`src/rtl/datapath.sv`:
```
// Single-bus 32-bit CPU datapath: PC, IR, MAR, MDR, Y, 64-bit Z, HI, LO and
// R1..R7 share one bus that is driven by a fixed-priority source mux. A small
// ALU (increment, add, signed multiply) sits between Y/bus and Z.
module datapath #(
  parameter int WIDTH = 32
) (
  input  logic             clk,
  input  logic             clr,
  input  logic [WIDTH-1:0] MDatain,
  input  logic             Read,
  input  logic             PCout,
  input  logic             Zlowout,
  input  logic             Zhighout,
  input  logic             MDRout,
  input  logic             LOout,
  input  logic             HIout,
  input  logic             Cout,
  input  logic             InPortout,
  input  logic             R2out,
  input  logic             R3out,
  input  logic             R4out,
  input  logic             R5out,
  input  logic             R7out,
  input  logic             PCin,
  input  logic             IRin,
  input  logic             MARin,
  input  logic             MDRin,
  input  logic             Yin,
  input  logic             Zin,
  input  logic             HIin,
  input  logic             LOin,
  input  logic             R1in,
  input  logic             R2in,
  input  logic             R3in,
  input  logic             R4in,
  input  logic             R5in,
  input  logic             IncPC,
  input  logic             MUL,
  output logic [WIDTH-1:0] mar_o,
  output logic [WIDTH-1:0] ir_o
);

  logic [WIDTH-1:0]   pc_q,  pc_d;
  logic [WIDTH-1:0]   ir_q,  ir_d;
  logic [WIDTH-1:0]   mar_q, mar_d;
  logic [WIDTH-1:0]   mdr_q, mdr_d;
  logic [WIDTH-1:0]   y_q,   y_d;
  logic [2*WIDTH-1:0] z_q,   z_d;
  logic [WIDTH-1:0]   hi_q,  hi_d;
  logic [WIDTH-1:0]   lo_q,  lo_d;
  // R6 and R7 have no load strobe, so they only ever hold their reset value.
  logic [WIDTH-1:0]   gpr_q [1:7];
  logic [WIDTH-1:0]   gpr_d [1:7];

  logic [WIDTH-1:0]          busData;
  logic [WIDTH-1:0]          cSignExt;
  logic signed [2*WIDTH-1:0] mulA;
  logic signed [2*WIDTH-1:0] mulB;
  logic signed [2*WIDTH-1:0] mulProduct;
  logic [2*WIDTH-1:0]        aluResult;

  assign cSignExt = {{(WIDTH-19){ir_q[18]}}, ir_q[18:0]};

  // Shared bus: the highest-priority asserted select wins, nothing selected gives 0.
  always_comb begin
    busData = '0;
    if (PCout)          busData = pc_q;
    else if (MDRout)    busData = mdr_q;
    else if (Zlowout)   busData = z_q[WIDTH-1:0];
    else if (Zhighout)  busData = z_q[2*WIDTH-1:WIDTH];
    else if (LOout)     busData = lo_q;
    else if (HIout)     busData = hi_q;
    else if (R2out)     busData = gpr_q[2];
    else if (R3out)     busData = gpr_q[3];
    else if (R4out)     busData = gpr_q[4];
    else if (R5out)     busData = gpr_q[5];
    else if (R7out)     busData = gpr_q[7];
    else if (Cout)      busData = cSignExt;
    else if (InPortout) busData = '0;
  end

  // ALU: both operands sign-extended to 2*WIDTH so the truncated product is the exact signed result.
  always_comb begin
    mulA       = {{WIDTH{y_q[WIDTH-1]}}, y_q};
    mulB       = {{WIDTH{busData[WIDTH-1]}}, busData};
    mulProduct = mulA * mulB;
    if (MUL)        aluResult = mulProduct;
    else if (IncPC) aluResult = {{WIDTH{1'b0}}, busData + WIDTH'(1)};
    else            aluResult = {{WIDTH{1'b0}}, y_q + busData};
  end

  // Next-state: every register holds unless its load strobe is high.
  always_comb begin
    pc_d  = pc_q;
    ir_d  = ir_q;
    mar_d = mar_q;
    mdr_d = mdr_q;
    y_d   = y_q;
    z_d   = z_q;
    hi_d  = hi_q;
    lo_d  = lo_q;
    gpr_d = gpr_q;
    if (PCin)  pc_d  = busData;
    if (IRin)  ir_d  = busData;
    if (MARin) mar_d = busData;
    if (MDRin) mdr_d = Read ? MDatain : busData;
    if (Yin)   y_d   = busData;
    if (Zin)   z_d   = aluResult;
    if (HIin)  hi_d  = busData;
    if (LOin)  lo_d  = busData;
    if (R1in)  gpr_d[1] = busData;
    if (R2in)  gpr_d[2] = busData;
    if (R3in)  gpr_d[3] = busData;
    if (R4in)  gpr_d[4] = busData;
    if (R5in)  gpr_d[5] = busData;
  end

  // State register with synchronous clear that overrides every load.
  always_ff @(posedge clk) begin
    if (clr) begin
      pc_q  <= '0;
      ir_q  <= '0;
      mar_q <= '0;
      mdr_q <= '0;
      y_q   <= '0;
      z_q   <= '0;
      hi_q  <= '0;
      lo_q  <= '0;
      for (int i = 1; i <= 7; i++) gpr_q[i] <= '0;
    end else begin
      pc_q  <= pc_d;
      ir_q  <= ir_d;
      mar_q <= mar_d;
      mdr_q <= mdr_d;
      y_q   <= y_d;
      z_q   <= z_d;
      hi_q  <= hi_d;
      lo_q  <= lo_d;
      for (int i = 1; i <= 7; i++) gpr_q[i] <= gpr_d[i];
    end
  end

  assign mar_o = mar_q;
  assign ir_o  = ir_q;

endmodule

```
`config.mk`:
```
export PLATFORM = sky130hd
export DESIGN_NAME = datapath
export DESIGN_NICKNAME = d
export VERILOG_FILES = /design/src/rtl/datapath.sv
export SDC_FILE = /design/constraint.sdc
export NUM_CORES = 2
export LEC_CHECK = 0
export BUFFER_PORTS_ARGS = -buffer_cell sky130_fd_sc_hd__buf_2
export CORE_UTILIZATION = 60
export CTS_CLUSTER_DIAMETER = 200
export DETAILED_ROUTE_END_ITERATION = 16
export GPL_TIMING_DRIVEN = 0
export PLACE_DENSITY = 0.89
export SETUP_SLACK_MARGIN = 0.4
export SKIP_CTS_REPAIR_TIMING = 1
export SYNTH_ARGS = -nofsm -noshare
export SYNTH_HDL_FRONTEND = slang
export SYNTH_SLANG_ARGS = --single-unit
```
`constraint.sdc`:
```
create_clock -name clk -period 29.2 [get_ports clk]
set_input_delay 5.84 -clock clk [delete_from_list [all_inputs] [get_ports clk]]
set_output_delay 5.84 -clock clk [all_outputs]
set_load 0.05 [all_outputs]
```
## After elaboration in Yosys (flattened, before gate mapping)

Index checks and enable logic that the tools add are counted.

| word-level totals | value |
|---|---|
| register bits | 416 |
| ROM bits | 0 |
| memories kept | 0 |
| output and inout port bits | 64 |
| bits of input ports | 63 |
| latch bits | 0 |
| logic and storage cells | 30 |
| memory bits (writable) | 0 |

| operators by class | value |
|---|---|
| bitwise logic cells | 0 |
| reduce and logical (&&, ||, !) cells | 0 |
| div/mod/pow operators | 0 |
| add/sub/neg operators | 2 |
| $mul | 1 |
| shifts and indexed selects | 0 |
| order comparisons | 0 |
| mux-type cells | 15 |
| equal/unequal tests | 0 |

Operator list:

| operator | number |
|---|---|
| 32-bit 2-to-1 mux | 14 |
| 32-bit by 32-bit multiplier with 64-bit output | 1 |
| 64-bit 2-to-1 mux | 1 |
| 32-bit by 1-bit adder with 32-bit output, second input constant | 1 |
| 32-bit adder | 1 |

## Longest topological paths before layout

| depth | value |
|---|---|
| depth after elaboration | 15 |
| gate-level depth with buffers | 39 |
| gate-level depth less buffers | 36 |

## Worst setup path before layout

Ideal clock, no wire load.

| timing | value |
|---|---|
| kind | input-to-reg |
| start point | input port R5out |
| end point | register z_q[63] |
| stages | 35 |
| path buffers | 3 |
| data arrival time | 14696 ps |
| library setup time | 122 ps |
| required time | 29078 ps |
| setup slack | 14382 ps |
| cells stage by stage | buf_6 nor3b_4 buf_6 a221oi_2 o31ai_1 o21ai_1 a221o_1 a21oi_1 a21oi_1 o21ai_4 buf_4 and2_1 fa_1 fa_1 fa_1 fa_1 inv_1 fa_1 inv_1 fa_1 inv_1 fa_1 inv_1 fa_1 ha_1 a21oi_1 o21a_1 o21ai_1 a221oi_2 o22ai_1 nor3_2 o21ai_1 a221oi_2 xnor2_1 o21ai_1 |

| between the ends | value |
|---|---|
| longest elaborated chain between the ends | 12 |

Ends and longest elaborated chain:

| what | RTL line | text |
|---|---|---|
| start, declared | 22 | `input logic R5out,` |
| 32-bit 2-to-1 mux | 76 | `else if (R5out) busData = gpr_q[5];` |
| 32-bit 2-to-1 mux | 75 | `else if (R4out) busData = gpr_q[4];` |
| 32-bit 2-to-1 mux | 74 | `else if (R3out) busData = gpr_q[3];` |
| 32-bit 2-to-1 mux | 73 | `else if (R2out) busData = gpr_q[2];` |
| 32-bit 2-to-1 mux | 72 | `else if (HIout) busData = hi_q;` |
| 32-bit 2-to-1 mux | 71 | `else if (LOout) busData = lo_q;` |
| 32-bit 2-to-1 mux | 70 | `else if (Zhighout) busData = z_q[2*WIDTH-1:WIDTH];` |
| 32-bit 2-to-1 mux | 69 | `else if (Zlowout) busData = z_q[WIDTH-1:0];` |
| 32-bit 2-to-1 mux | 68 | `else if (MDRout) busData = mdr_q;` |
| 32-bit 2-to-1 mux | 67 | `if (PCout) busData = pc_q;` |
| 32-bit by 32-bit multiplier with 64-bit output | 86 | `mulProduct = mulA * mulB;` |
| 64-bit 2-to-1 mux | 87 | `if (MUL) aluResult = mulProduct;` |
| end signal, assigned | 136 | `z_q <= z_d;` |
| end, declared | 48 | `logic [2*WIDTH-1:0] z_q, z_d;` |

No other way between the ends.
A chain may end at the register's enable or synchronous reset.

## Final worst setup path

| timing | value |
|---|---|
| start point | input port R4out |
| end point | register z_q[63] |

| between the ends | value |
|---|---|
| longest elaborated chain between the ends | 11 |

Ends and longest elaborated chain:

| what | RTL line | text |
|---|---|---|
| start, declared | 21 | `input logic R4out,` |
| 32-bit 2-to-1 mux | 75 |  |
| 32-bit 2-to-1 mux | 74 |  |
| 32-bit 2-to-1 mux | 73 |  |
| 32-bit 2-to-1 mux | 72 |  |
| 32-bit 2-to-1 mux | 71 |  |
| 32-bit 2-to-1 mux | 70 |  |
| 32-bit 2-to-1 mux | 69 |  |
| 32-bit 2-to-1 mux | 68 |  |
| 32-bit 2-to-1 mux | 67 |  |
| 32-bit by 32-bit multiplier with 64-bit output | 86 |  |
| 64-bit 2-to-1 mux | 87 |  |

No other way between the ends.

==> flow_summary_export.csv <==
group,metric,value,unit
synthesis,synth_area_leader_cell,"fa_1",
global_route,grt_pass1_wl,312,mm
floorplan,die_width,308,µm
synthesis,synth_nets,7599,
setup_path,worstSetupEndpointType,"register",
sta,relSlewSlack,0.0691,
synthesis,ys_warn_count,0,
placement,gp_congestion,1.09,
power_and_ir_drop,peakVddDrop,0.0526,mV
power_and_ir_drop,p_comb_frac,0.498,
setup_path,slowest_stage,"fa_1",
job,max_cap_viol_count,0,
detailed_routing,drt_first_iter_violations,6320,
setup_path,critical_path_class,"in2reg",
finish,area_growth,6.42,%
sta,min_period_over_period,0.605,
floorplan,row_count,112,
synthesis,synth_common_cells,"1083 x fa_1, 1035 x inv_1, 674 x nand2_1",
sta,tns,0,ns
sta,finClkSkew,0.0277,ns
placement,placed_cells,7598,
power_and_ir_drop,seq_power_share,0.264,
synthesis,syn_avg_cell_area,9.03,µm²
setup_path,arrival,18.13,ns
global_route,overflow,0,
clock_network,clock_sinks,416,
hold_path,hold_class,"reg2reg",
setup_path,cpPeakStageDelay,0.95,ns
sta,hold_viol,0,
floorplan,die_area,95100,µm²
detailed_routing,avgViaCountPerCell,6.22,
power_and_ir_drop,switchingPower,1100,µW
placement,portBuffers,106,
detailed_routing,routed_wl,210,mm
synthesis,synth_seq_area_share,0.148,
synthesis,synth_most_common_cell,"fa_1",
floorplan,die_h,308,µm
finish,finalNonFillerCells,7693,
global_route,grt_antenna_before_repair,18,
sta,setup_violations,0,
finish,nets,7749,
setup_path,required,29.66,ns
detailed_routing,ant_nets,0,
synthesis,syn_area,56300,µm²
run_status,status,"finished, final reports clean",
clock_network,clockRootBuffer,"clkbuf_16",
clock_network,cts.path.max_buffers,3,
placement,placed_cell_area,58400,µm²
sta,worst_pin_slew,1.40,ns
sta,rsz0062_at_grt,"no",
synthesis,netlist_instances,6238,
floorplan,core,93200,µm²
synthesis,async_reset_ff_frac,0,
power_and_ir_drop,p_per_area,40.7,nW/µm²
clock_network,htree_num_levels,2,
setup_path,cp-start-kind,"input port",
synthesis,synth.ff_latch_count,416,
sta,timing.fmax,56.6,MHz
clock_network,clk_latency,0.58,ns
placement,hpwl,171,mm
synthesis,synth_enable_flop_cells,0,
sta,maxSlewViolCount,0,
power_and_ir_drop,leakage,0.0282,µW
floorplan,start_util,0.604,
synthesis,ys_types,81,
clock_network,numCtsBuffers,42,
clock_network,tritoncts,"built",
global_route,grt_usage,0.451,
synthesis,synth-main-ff-cell,"dfxtp_1",
global_route,grt_max_degree,27,
synthesis,synth_top_area_share,0.385,
detailed_routing,vias,47800,
power_and_ir_drop,switching_share,0.452,
finish,postLayoutCoreUtil,0.643,
clock_network,clkTransAtPathRegs,0.07,ns
synthesis,synthTopCellsByArea,"fa_1 38%, dfxtp_1 15%, inv_1 6.9%",
power_and_ir_drop,power,2440,µW
sta,fin_crit,17.67,ns
power_and_ir_drop,power_frac_clock,0.238,
detailed_routing,route.detailed.drc,0,
finish,stdcell_area,59900,µm²
floorplan,io_pins,127,
global_route,first_global_vias,49000,
setup_path,critPathMaxFanout,10,
detailed_routing,first_pass_iters,6,
power_and_ir_drop,internal_power,1340,µW
finish,drive_gt1_frac,0.0662,
detailed_routing,wl_per_cell,27.2,µm
[sequential cells by signal, indices dropped and copies added, names as in the netlist]
| name | count |
|---|---|
| gpr_q | 128 |
| ir_o | 32 |
| hi_q | 32 |
| pc_q | 32 |
| y_q | 32 |
| mar_o | 32 |
| z_q | 64 |
| mdr_q | 32 |
| lo_q | 32 |
[layer usage]
metal | wire length, µm | GRT usage | vias to the layer above
met5 | 67 | 0 | -
met4 | 18100 | 0.308 | 12
met3 | 29600 | 0.145 | 929
met2 | 87800 | 0.657 | 3665
met1 | 74000 | 0.573 | 23600
li1 | - | - | 19600
[power by group through the flow]
stage | clock network (µW) | logic, µW | registers, µW
6_report | 581 | 1210 | 644
5_1_grt | 597 | 1280 | 644
4_1_cts | 573 | 1160 | 640
3_5_place_dp | 0 | 1150 | 653
3_3_place_gp | 0 | 1130 | 651
2_1_floorplan | 0 | 718 | 653
[critical path: cells and delay by family]
family          cells  cell delay, ns
compound gates     11            2.82
xor+xnor            1            0.35
fa+ha+maj           9            5.01
buf+inv            11            3.00
simple gates        6            1.06
[area by class of cell]
type | instances | area [µm²]
Antenna cell | 17 | 42.5
Fill cell | 7627 | 33200
Sequential cell | 416 | 8330
Timing Repair Buffer | 106 | 531
Clock buffer | 60 | 1260
Multi-Input combinational cell | 4339 | 42200
Inverter | 1036 | 3890
Clock inverter | 18 | 215
Tap cell | 1254 | 1570
Buffer | 447 | 1960
[path summary, 6_finish.rpt]
check / start / to / slack [ns] / cells past startpoint
max: R4out / z_q[63]$_SDFFE_PP0P_ / 11.53 / 38
min: mdr_q[10]$_SDFFE_PP0P_ / mdr_q[10]$_SDFFE_PP0P_ / 0.49 / 2
max reg2reg: ir_o[6]$_SDFFE_PP0P_ / z_q[63]$_SDFFE_PP0P_ / 17.13 / 36
min reg2reg: mdr_q[10]$_SDFFE_PP0P_ / mdr_q[10]$_SDFFE_PP0P_ / 0.49 / 2
[stage by stage]
step,hold slack [ns],setup slack (ns)
after global placement,0.450,11.37
after global routing,0.493,11.25
after floorplan,0.421,14.38
final,0.486,11.53
after detailed placement,0.468,11.38
after CTS,0.478,11.93
[cells in the final DEF (no fill, tap or decap), drive strengths merged, types with 55 or more instances in the layout]
master and count:
buf 276, dfxtp 416, fa 1083, clkbuf 337, and2 277, nor2b 292, ha 215, nand2 674
nor2 508, mux2i 215, o21ai 166, xnor2 55, a211oi 181, inv 1038, a21oi 227
[cells by family after synthesis]
family          after synthesis  share of synthesized area
buf+inv                    1483                      0.104
fa+ha+maj                  1298                      0.433
flops                       416                      0.148
compound gates              848                      0.106
simple gates               1888                      0.157
xor+xnor                     89                     0.0140
mux                         216                     0.0384
Note: power is estimated with default switching activity, not from simulation.
